`config.mk`:
```
export PLATFORM = sky130hd
export DESIGN_NAME = deal_sequencer
export DESIGN_NICKNAME = d
export VERILOG_FILES = /design/src/rtl/deal_sequencer.sv
export SDC_FILE = /design/constraint.sdc
export NUM_CORES = 1
export LEC_CHECK = 0
export BUFFER_PORTS_ARGS = -buffer_cell sky130_fd_sc_hd__buf_4
export CORE_AREA = 2 2 39 41
export CTS_CLUSTER_SIZE = 16
export DETAILED_ROUTE_END_ITERATION = 10
export DIE_AREA = 0 0 41 43
export GPL_TIMING_DRIVEN = 0
export MAX_ROUTING_LAYER = met4
export PLACE_DENSITY = 0.68
export SLEW_MARGIN = 30
export SYNTH_ARGS = -nofsm -noshare
export SYNTH_HDL_FRONTEND = slang
export SYNTH_SLANG_ARGS = --single-unit
```
`constraint.sdc`:
```
create_clock -name slow_clock -period 3.25 [get_ports slow_clock]
set_clock_uncertainty 0.15 [all_clocks]
set_input_delay 0.65 -clock slow_clock [delete_from_list [all_inputs] [get_ports slow_clock]]
set_output_delay 0.65 -clock slow_clock [all_outputs]
set_load 0.05 [all_outputs]
```
`src/rtl/deal_sequencer.sv`:
```
// -----------------------------------------------------------------------------
// deal_sequencer
//
// Round controller for the baccarat datapath. Deals one card per slow_clock
// cycle (player, banker, player, banker), pulses the matching card-register
// load enable, then applies the natural / player-draw / banker-draw rules
// using the totals from the two downstream hand scorers. The winner lights
// are registered on the S_SCORE exit edge and held until reset.
//
// Build option:
//   BANKER_TABLEAU_EN  defined   -> S_BANK uses the full third-card table
//                                   (dscore together with the player's third
//                                   card value).
//                      undefined -> S_BANK ignores pcard3; banker draws iff
//                                   dscore <= 5.
//
// Ports:
//   slow_clock        in   sole clock, rising edge active
//   reset             in   synchronous, active-high; returns to S_IDLE
//   pscore[3:0]       in   player total (0-9)
//   dscore[3:0]       in   banker total (0-9)
//   pcard3[3:0]       in   player third card raw code (1-13, 10-13 count 0)
//   load_pcard1..3    out  player card register load enables
//   load_dcard1..3    out  banker card register load enables
//   player_win_light  out  registered; player won or tie
//   dealer_win_light  out  registered; banker won or tie
//   round_done        out  high while in S_DONE
// -----------------------------------------------------------------------------
module deal_sequencer (
    input  logic       slow_clock,
    input  logic       reset,
    input  logic [3:0] pscore,
    input  logic [3:0] dscore,
    input  logic [3:0] pcard3,
    output logic       load_pcard1,
    output logic       load_pcard2,
    output logic       load_pcard3,
    output logic       load_dcard1,
    output logic       load_dcard2,
    output logic       load_dcard3,
    output logic       player_win_light,
    output logic       dealer_win_light,
    output logic       round_done
);

    typedef enum logic [3:0] {
        S_IDLE  = 4'd0,
        S_P1    = 4'd1,
        S_D1    = 4'd2,
        S_P2    = 4'd3,
        S_D2    = 4'd4,
        S_EVAL  = 4'd5,
        S_P3    = 4'd6,
        S_BANK  = 4'd7,
        S_D3    = 4'd8,
        S_SCORE = 4'd9,
        S_DONE  = 4'd10
    } state_t;

    state_t r_state;
    state_t w_next;

    logic   r_player_win;
    logic   r_dealer_win;
    logic   w_natural;
    logic   w_bank_draw;

    // Either hand totalling 8 or 9 after two cards ends the round at once.
    assign w_natural = (pscore == 4'd8) || (pscore == 4'd9) ||
                       (dscore == 4'd8) || (dscore == 4'd9);

`ifdef BANKER_TABLEAU_EN
    // Banker third-card table; face cards and tens (10-13) count as zero.
    function automatic logic tableau_draw(input logic [3:0] d, input logic [3:0] pc3);
        logic [3:0] v;
        logic       draw;
        v    = (pc3 <= 4'd9) ? pc3 : 4'd0;
        draw = 1'b0;
        case (d)
            4'd0, 4'd1, 4'd2: draw = 1'b1;
            4'd3:             draw = (v != 4'd8);
            4'd4:             draw = (v >= 4'd2) && (v <= 4'd7);
            4'd5:             draw = (v >= 4'd4) && (v <= 4'd7);
            4'd6:             draw = (v >= 4'd6) && (v <= 4'd7);
            default:          draw = 1'b0;
        endcase
        return draw;
    endfunction

    assign w_bank_draw = tableau_draw(dscore, pcard3);
`else
    logic w_unused_pcard3;

    // Simplified banker rule: the player's third card plays no part.
    assign w_bank_draw     = (dscore <= 4'd5);
    assign w_unused_pcard3 = ^pcard3;
`endif

    always_ff @(posedge slow_clock) begin
        if (reset) begin
            r_state <= S_IDLE;
        end else begin
            r_state <= w_next;
        end
    end

    // Lights change only when leaving S_SCORE; S_DONE holds them.
    always_ff @(posedge slow_clock) begin
        if (reset) begin
            r_player_win <= 1'b0;
            r_dealer_win <= 1'b0;
        end else if (r_state == S_SCORE) begin
            r_player_win <= (pscore >= dscore);
            r_dealer_win <= (dscore >= pscore);
        end
    end

    always_comb begin
        w_next      = S_IDLE;
        load_pcard1 = 1'b0;
        load_pcard2 = 1'b0;
        load_pcard3 = 1'b0;
        load_dcard1 = 1'b0;
        load_dcard2 = 1'b0;
        load_dcard3 = 1'b0;
        round_done  = 1'b0;
        case (r_state)
            S_IDLE: w_next = S_P1;
            S_P1: begin
                load_pcard1 = 1'b1;
                w_next      = S_D1;
            end
            S_D1: begin
                load_dcard1 = 1'b1;
                w_next      = S_P2;
            end
            S_P2: begin
                load_pcard2 = 1'b1;
                w_next      = S_D2;
            end
            S_D2: begin
                load_dcard2 = 1'b1;
                w_next      = S_EVAL;
            end
            S_EVAL: begin
                if (w_natural) begin
                    w_next = S_SCORE;
                end else if (pscore <= 4'd5) begin
                    w_next = S_P3;
                end else if (dscore <= 4'd5) begin
                    w_next = S_D3;
                end else begin
                    w_next = S_SCORE;
                end
            end
            S_P3: begin
                load_pcard3 = 1'b1;
                w_next      = S_BANK;
            end
            S_BANK: w_next = w_bank_draw ? S_D3 : S_SCORE;
            S_D3: begin
                load_dcard3 = 1'b1;
                w_next      = S_SCORE;
            end
            S_SCORE: w_next = S_DONE;
            S_DONE: begin
                round_done = 1'b1;
                w_next     = S_DONE;
            end
            default: w_next = S_IDLE;
        endcase
    end

    assign player_win_light = r_player_win;
    assign dealer_win_light = r_dealer_win;

endmodule

```
==> flow_summary.json <==
{
  "drc": 0,
  "hold-worst-slack_ps": 355,
  "powerDensity_nw_per_um2": 327,
  "ant_nets": 0,
  "post-cts-setup-buffer-count": 0,
  "area_growth_pct": 34.0,
  "slew_headroom_pct": 82.9,
  "netlist_area_um2": 523,
  "highest_layer": "met4",
  "cts_sinks": 6,
  "dp_hpwl_um": 898,
  "met3WireLength_um": 84,
  "route.met2.wl_um": 548,
  "die_y_um": 43,
  "fmax_ghz": 0.491,
  "vias_per_cell": 5.12,
  "nFillCells": 145,
  "rsz0062_at_grt": "false",
  "gp_routability_congestion": 0.703,
  "grt_usage_pct": 15.9,
  "worst_pin_slew_ps": 253,
  "grt_max_degree": 11,
  "cts_buffer_depth": 2,
  "drive_above_1_share_pct": 35.3,
  "r2r_setup_slack_ps": 1940,
  "routed_wl_um": 1140,
  "numPortBuffers": 18,
  "yosysMostFrequentCell": "inv_1",
  "cts_resized": 0,
  "synth_cell_type_count": 24,
  "place_area_um2": 678,
  "ctsHoldBuffers": 0,
  "antenna_found_initial": 0,
  "wl_per_cell_um": 11.3,
  "synth-warning-count": 0,
  "syn_area_per_cell_um2": 8.17,
  "crit_type": "flop to output port",
  "synth_area_leaders": "dfxtp_1 23%, ha_1 9.6%, nand2b_4 7.9%",
  "max_cap_violations": 0,
  "root_buffer": "clkbuf_4",
  "synth_common_cells": "8 x inv_1, 6 x a21oi_1, 6 x dfxtp_1, 6 x nor2_1, 5 x nor3_1",
  "synthArstFlopShare_pct": 0,
  "io_pins": 23,
  "drtPass1Iterations": 4,
  "multiInputGateArea_um2": 335,
  "final.min_clock_period_ps": 2040,
  "synth_flop_cell": "dfxtp_1",
  "slew_viol_final": 0,
  "synth-seq-cells": 6,
  "syn_nets": 82,
  "total_power_w": 0.000229,
  "finalSetupTns_ps": 0,
  "dp_cells": 98,
  "final.period_utilization_pct": 62.7,
  "synth_top_area_share_pct": 23.0,
  "ir_worst_vdd_mv": 0.201,
  "grt_overflow": 0,
  "diodes": 0,
  "worstSetupEndpointType": "output port",
  "start_util_pct": 37.8,
  "vias": 517,
  "critPathArrivalTime_ps": 1240,
  "ff_latch_area_um2": 120,
  "htreeDepth": 1,
  "synth_edf_count": 0,
  "wl_met1_um": 496,
  "instances_no_fill": 101,
  "design_area_um2": 701,
  "synth_top_area_cell": "dfxtp_1",
  "clkTransAtPathRegs_ps": 40,
  "worst_setup_path_start_kind": "flop",
  "cts_tree": "done",
  "syn_inst": 64,
  "yosysSeqAreaShare_pct": 23.0,
  "die_w_um": 41,
  "status": "completed",
  "hold_violations": 0,
  "fp.coreArea_um2": 1380,
  "cts_buffers": 3,
  "grt_pass1_wl_um": 1860,
  "critPathMaxFanout": 9,
  "min_path_type": "flop to flop",
  "grt_pass1_vias": 467,
  "nets": 105,
  "leakagePower_nw": 0.323,
  "crit_required_ps": 2450,
  "dieArea_um2": 1760,
  "insertion_delay_ps": 240,
  "drt_iter0_markers": 5,
  "row_count": 14,
  "finalSetupViolations": 0
}
==> layout by cell type, fill, tap and decap left out, types with 2 or more instances in the layout <==
cell and instances:
inv_1 8, buf_6 2, buf_4 20, a211oi_1 2, dfxtp_1 6, nand2b_4 3, nand2_1 3, clkbuf_4 3
a21oi_1 6, nor3_1 5, o21a_1 3, nor2_1 6, nand2b_1 3, ha_1 4
==> stage by stage <==
stage | setup slack (ps) | util (%)
floorplan | 824 | -
global placement | 1420 | 49.0
detailed placement | 1400 | 49.0
CTS | 1200 | 50.6
global route | 1170 | 50.6
finish | 1210 | 50.6
==> critical path, stage by stage, from the launching register on <==
cell and delay (ps):
dfxtp_1 300, buf_4 160, nand2b_4 160, nor3_1 150, buf_4 230
==> cell type report <==
| cell class | count | share of cell area [%] |
|---|---|---|
| Inverter | 8 | 4.29 |
| Tap cell | 16 | 2.86 |
| Multi-Input combinational cell | 46 | 47.9 |
| Clock buffer | 3 | 3.21 |
| Timing Repair Buffer | 18 | 19.3 |
| Buffer | 4 | 5.36 |
| Sequential cell | 6 | 17.1 |
==> power breakdown <==
part	internal (W)	switching (W)	total [W]
clock	0.0000418	0.0000266	0.0000684
combinational	0.0000342	0.0000475	0.0000818
sequential	0.0000773	0.00000139	0.0000787
total	0.000153	0.0000756	0.000229
==> kinds of logic (layout without fill, tap and decap cells) <==
kind of cell | Yosys count | count (layout) | synth area share, %
AOI/OAI and AO/OA | 20 | 20 | 27.0
adders and majority gates | 4 | 4 | 9.57
buffers and inverters | 12 | 33 | 12.9
DFF | 6 | 6 | 23.0
and+or+nand+nor | 22 | 22 | 27.5
==> final timing paths <==
check,startpoint,endpoint,depth (start not counted)
min,player_win_light,player_win_light,2
max reg2reg,r_state[3],player_win_light,5
min reg2reg,player_win_light,player_win_light,2
max,r_state[0],load_dcard1,4
==> layer usage <==
| layer | global-route usage (%) | vias to the layer above |
|---|---|---|
| li1 | - | 273 |
| met2 | 25.9 | 19 |
| met5 | - | - |
| met1 | 16.4 | 223 |
| met3 | 7.85 | 2 |
| met4 | 4.00 | 0 |
==> state kept, by name, summed over array words and instances, names as in the netlist <==
name and flops:
dealer_win_light 1, player_win_light 1, r_state 4
No activity file was read; power rests on OpenSTA's default activity.
